File: src/rtl/fetch_stage.sv
// Instruction-fetch stage: owns the PC, addresses the combinational instruction
// memory and loads the IF/ID register, with stall, flush/redirect and halt handling.
module fetch_stage #(
    parameter int unsigned        ADDR_W   = 10,
    parameter int unsigned        INST_W   = 16,
    parameter logic [ADDR_W-1:0]  RESET_PC = '0,
    parameter logic [INST_W-1:0]  HALT_OP  = 16'hFFFF
) (
    input  logic              clk,
    input  logic              rst,
    input  logic              stall,
    input  logic              flush,
    input  logic [ADDR_W-1:0] branch_target,
    output logic [ADDR_W-1:0] pc_to_mem,
    input  logic [INST_W-1:0] inst_from_mem,
    output logic [INST_W-1:0] ifid_inst,
    output logic [ADDR_W-1:0] ifid_pc1,
    output logic              ifid_valid,
    output logic              halted,
    output logic [15:0]       fetch_count
);

    typedef enum logic [1:0] {S_IDLE, S_RUN, S_HALT} state_e;

    typedef struct packed {
        logic [INST_W-1:0] inst;
        logic [ADDR_W-1:0] pc1;
        logic              valid;
    } ifid_t;

    state_e            state_q, state_d;
    logic [ADDR_W-1:0] pc_q, pc_d;
    ifid_t             ifid_q, ifid_d;
    logic [15:0]       cnt_q, cnt_d;

    logic [ADDR_W-1:0] pc_inc;
    logic [15:0]       cnt_inc;
    logic              is_halt;

    // Natural truncation gives the modulo-2^ADDR_W wrap.
    assign pc_inc  = pc_q + 1'b1;
    assign cnt_inc = (cnt_q == 16'hFFFF) ? cnt_q : cnt_q + 16'd1;
    assign is_halt = (inst_from_mem == HALT_OP);

    always_comb begin
        state_d = state_q;
        pc_d    = pc_q;
        ifid_d  = ifid_q;
        cnt_d   = cnt_q;
        unique case (state_q)
            S_IDLE: state_d = S_RUN;
            S_RUN: begin
                if (flush) begin
                    pc_d   = branch_target;
                    ifid_d = '0;
                end else if (!stall) begin
                    ifid_d.inst  = inst_from_mem;
                    ifid_d.pc1   = pc_inc;
                    ifid_d.valid = 1'b1;
                    cnt_d        = cnt_inc;
                    // Halt is captured once and the PC parks on it.
                    if (is_halt) state_d = S_HALT;
                    else         pc_d    = pc_inc;
                end
            end
            S_HALT: begin
                if (flush) begin
                    pc_d    = branch_target;
                    ifid_d  = '0;
                    state_d = S_RUN;
                end else if (!stall) begin
                    ifid_d.inst  = '0;
                    ifid_d.valid = 1'b0;
                end
            end
            default: state_d = S_IDLE;
        endcase
    end

    always_ff @(posedge clk or posedge rst) begin
        if (rst) begin
            state_q <= S_IDLE;
            pc_q    <= RESET_PC;
            ifid_q  <= '0;
            cnt_q   <= '0;
        end else begin
            state_q <= state_d;
            pc_q    <= pc_d;
            ifid_q  <= ifid_d;
            cnt_q   <= cnt_d;
        end
    end

    assign pc_to_mem   = pc_q;
    assign ifid_inst   = ifid_q.inst;
    assign ifid_pc1    = ifid_q.pc1;
    assign ifid_valid  = ifid_q.valid;
    assign halted      = (state_q == S_HALT);
    assign fetch_count = cnt_q;

endmodule

File: config.mk
export PLATFORM = sky130hd
export DESIGN_NAME = fetch_stage
export DESIGN_NICKNAME = d
export VERILOG_FILES = /design/src/rtl/fetch_stage.sv
export SDC_FILE = /design/constraint.sdc
export NUM_CORES = 1
export LEC_CHECK = 0
export BUFFER_PORTS_ARGS = -buffer_cell sky130_fd_sc_hd__buf_2
export CAP_MARGIN = 20
export CORE_MARGIN = 10
export CORE_UTILIZATION = 30
export CTS_BUF_LIST = sky130_fd_sc_hd__clkbuf_4 sky130_fd_sc_hd__clkbuf_8
export CTS_CLUSTER_DIAMETER = 200
export CTS_CLUSTER_SIZE = 20
export DETAILED_ROUTE_END_ITERATION = 8
export PLACE_DENSITY = 0.48
export SETUP_SLACK_MARGIN = 0.5
export SLEW_MARGIN = 20
export SYNTH_ARGS = -nofsm -noshare
export SYNTH_HDL_FRONTEND = slang
export SYNTH_SLANG_ARGS = --single-unit
File: constraint.sdc
create_clock -name clk -period 4.6 [get_ports clk]
set_input_delay 0.46 -clock clk [delete_from_list [all_inputs] [get_ports clk]]
set_output_delay 0.46 -clock clk [all_outputs]
set_load 0.02 [all_outputs]
==> results by group <==
Logic synthesis
  – Cell with the most instances after synthesis: dfrtp_1
  – Synth area leader: dfrtp_1
  – Cell area after technology mapping: 0.00281 mm^2
  – Top area cells in the synthesized netlist: dfrtp_1 49%, a22o_1 7.8%, xnor2_1 5.9%
  – Number of unique standard cell types used by synthesis: 46
  – Syn Inst Count: 249
  – Total number of yosys warnings: 0
  – Fraction of synthesis flops using an asynchronous set or reset pin: 100%
  – Dominant synthesized flop cell: dfrtp_1
  – Fraction of synthesized cell area taken by the top area cell type: 48.9%
  – Ranking of synthesized cells by instance count: 55 x dfrtp_1, 25 x a22o_1, 19 x xnor2_1
  – Sequential fraction of the synthesis area: 48.9%
  – Number of flops mapped to enable cells by yosys: 0
  – Syn_nets: 284
  – Average footprint of a synthesized cell: 11.3 um^2
  – Number of storage elements in the synthesis netlist: 55

Global route
  – First-pass GRT wire length: 12200 um
  – Antenna violations before repair: 0
  – Congestion Overflow GR: 0
  – Total routing usage reported by global routing: 11.2%
  – Via count of the first global-routing pass: 2233
  – Maximum number of pins on one net before global-route repair: 56

Route
  – Vias per std cell: 5.11
  – Overall via count from detail_route: 2232
  – Detail Route Antenna Nets: 0
  – Total wire length: 7690 um
  – Wire length per cell: 17.6 um
  – First drt pass iteration count: 4
  – Detailed-route DRC error count: 0
  – Violation count after the first detailed-routing iteration: 198

Cells and area
  – Reg area: 0.00138 mm^2
  – Layout cells sized above 1: 33.4%
  – Multi-input gate area in the final layout: 0.00132 mm^2
  – Synth-to-layout area growth: 20.0%
  – Number of nets in the layout: 360
  – Number of filler cells placed in the layout: 968
  – Ant. Diodes: 0

Timing
  – Setup TNS: 0 ps
  – Slew margin rel.: 37.0%
  – Hold Violations, Final: 0
  – Number of max-slew violations in the final report: 0
  – Worst setup slack after layout: 2350 ps
  – Maximum clock skew at final layout: 7.31 ps
  – Final-report setup violation count: 0
  – Post-layout min period: 2250 ps
  – Slew at the pin closest to its max-slew limit: 941 ps
  – Unrepaired setup endpoints after global routing: no
  – Final clock period utilization by the worst path: 48.9%
  – Max Freq: 445 MHz

Clock tree
  – Post-cts repair resize count: 0
  – CTS tree: done
  – # clock sinks: 55
  – Number of buffers added for setup after CTS: 0
  – Post-cts hold buffer count: 0
  – Number of buffers created by CTS: 5
  – Worst-case clock buffer depth: 2
  – H-tree level count: 2
  – Master cell of the clock root buffer: clkbuf_8
  – Clock latency on the worst-skew pair: 310 ps
  – CTS clock-pin slew for the worst setup and hold paths: 110 ps

Power
  – P_leak: 1.63 nW
  – Pwr Density: 581 mW/mm^2
  – Total net switching power: 0.000866 W
  – Relative contribution of sequential cells to total power: 41.1%
  – Combinational fraction of design power: 44.7%
  – Worst IR Drop VDD: 0.000225 V
  – Share of power burned in the clock network: 14.2%
  – Internal cell power: 0.00109 W
  – Net Sw Frac: 44.2%

Worst setup path
  – Critical Path End Type: flip-flop
  – Category of the critical setup timing path: reg2reg
  – Required @ worst endpoint: 4810 ps
  – Buf+Inv Stages, Crit Path: 2
  – Kind of cell with the highest combined delay on the critical path: simple AND/OR/NAND/NOR gates
  – Peak fanout along the critical path: 11
  – CP cell instances: inv_1 > ha_1 > inv_1 > nor2_1 > a21oi_2 > mux2_4
  – Type of origin of the critical path: flip-flop
  – Critical Path Max Stage Delay: 570 ps
  – Cell at the slowest stage of the critical path: nor2_1
  – Crit-path most repeated cell: inv_1
  – Worst path arrival time: 2460 ps

Floorplan
  – Floorplan row count: 35
  – Horizontal die dimension: 117 um
  – Number of placed I/O pins: 84
  – DIE AREA: 0.0136 mm^2
  – Starting utilization of the core area: 30.6%
  – Height of the chip: 117 um
  – Core Area: 0.00920 mm^2

Place
  – Number of I/O port buffers: 83
  – HPWL after DPL: 5830 um
  – DP Worst Slack: 2370 ps
  – Final weighted congestion of routability-driven global placement: 0.752

Hold path
  – Worst hold path type: in2async

Status
  – Outcome: finished, final reports clean

Flow run
  – Count of maximum capacitance violations: 0
final cells by class:
cell class | count | area share, %
tap | 111 | 4.12
sequential | 55 | 40.8
inverter | 6 | 0.667
multi-input combinational | 173 | 39.1
clock inverter | 3 | 0.742
clock buffer | 5 | 2.04
timing repair buffer | 84 | 12.5
worst reg2reg max path, stage by stage (launching register included):
cell     delay (ps)
dfrtp_1         420
inv_1            90
ha_1            260
inv_1           170
nor2_1          570
a21oi_2         280
mux2_4          360
sequential cells by signal, indices dropped and copies added (netlist names):
name         cells
fetch_count     16
ifid_inst       16
ifid_pc1        10
pc_to_mem       10
state_q          2
ifid_valid       1
metal layers:
metal | GRT usage, % | part of all wire (%)
met5 | 0 | 0
met4 | 2.97 | 1.1
met3 | 3.26 | 8.0
met2 | 16.6 | 44
met1 | 15.4 | 47
placed cells by master, fill, tap and decap left out, types with 2 or more instances in the layout:
cell,count
and2_1,4
o21ai_1,2
xnor2_1,19
a221oi_1,2
ha_1,5
and3_1,4
mux2_4,2
and4_1,5
a31oi_1,2
a2bb2oi_1,7
buf_2,83
a41oi_1,3
a21o_1,4
nand2_1,15
clkinv_4,2
o22a_1,2
inv_1,5
a211oi_1,8
nand4_1,15
nand3_1,6
o22ai_1,5
o21ai_0,3
a21oi_1,6
nand2b_1,2
nor2_1,7
dfrtp_1,55
a21oi_2,2
a22o_1,25
clkbuf_8,5
nand3_2,2
final timing paths:
path,from,to,slack (ps),cells after the start
setup / recovery,state_q[1],pc_to_mem[1],2350,6
hold reg to reg,ifid_pc1[2],ifid_pc1[2],480,1
max in group asynchronous,rst,pc_to_mem[0],3810,3
hold / removal,rst,ifid_inst[8],330,3
min in group clk,inst_from_mem[7],ifid_inst[7],380,2
setup reg to reg,state_q[1],pc_to_mem[1],2350,6
power groups by stage:
stage / sequential (W) / combinational [W] / clock [W]
2_1_floorplan: 0.000949 / 0.000459 / 0
3_3_place_gp: 0.000819 / 0.000884 / 0
3_5_place_dp: 0.000816 / 0.000889 / 0
4_1_cts: 0.000805 / 0.000892 / 0.000295
5_1_grt: 0.000832 / 0.000960 / 0.000312
6_report: 0.000804 / 0.000876 / 0.000279
cell families (layout without fill, tap and decap cells):
family / Yosys count / after routing / share of synthesized area (%)
mux: 3 / 3 / 1.47
fa+ha+maj: 5 / 5 / 2.22
compound gates: 76 / 76 / 21.3
xor+xnor: 20 / 20 / 6.23
buf+inv: 21 / 98 / 4.14
simple gates: 69 / 69 / 15.7
flops: 55 / 55 / 48.9
metrics by stage:
step | instances | total power, W | hold slack (ps) | util [%] | area [um^2]
2_1_floorplan | 249 | 0.00141 | 516 | - | 2810
3_3_place_gp | 429 | 0.00170 | 459 | 35.7 | 3280
3_5_place_dp | 429 | 0.00171 | 466 | 35.7 | 3280
4_1_cts | 437 | 0.00199 | 361 | 36.7 | 3370
5_1_grt | 437 | 0.00210 | 371 | 36.7 | 3370
6_report | 437 | 0.00196 | 335 | 36.7 | 3370
No activity file was read; power rests on OpenSTA's default activity.
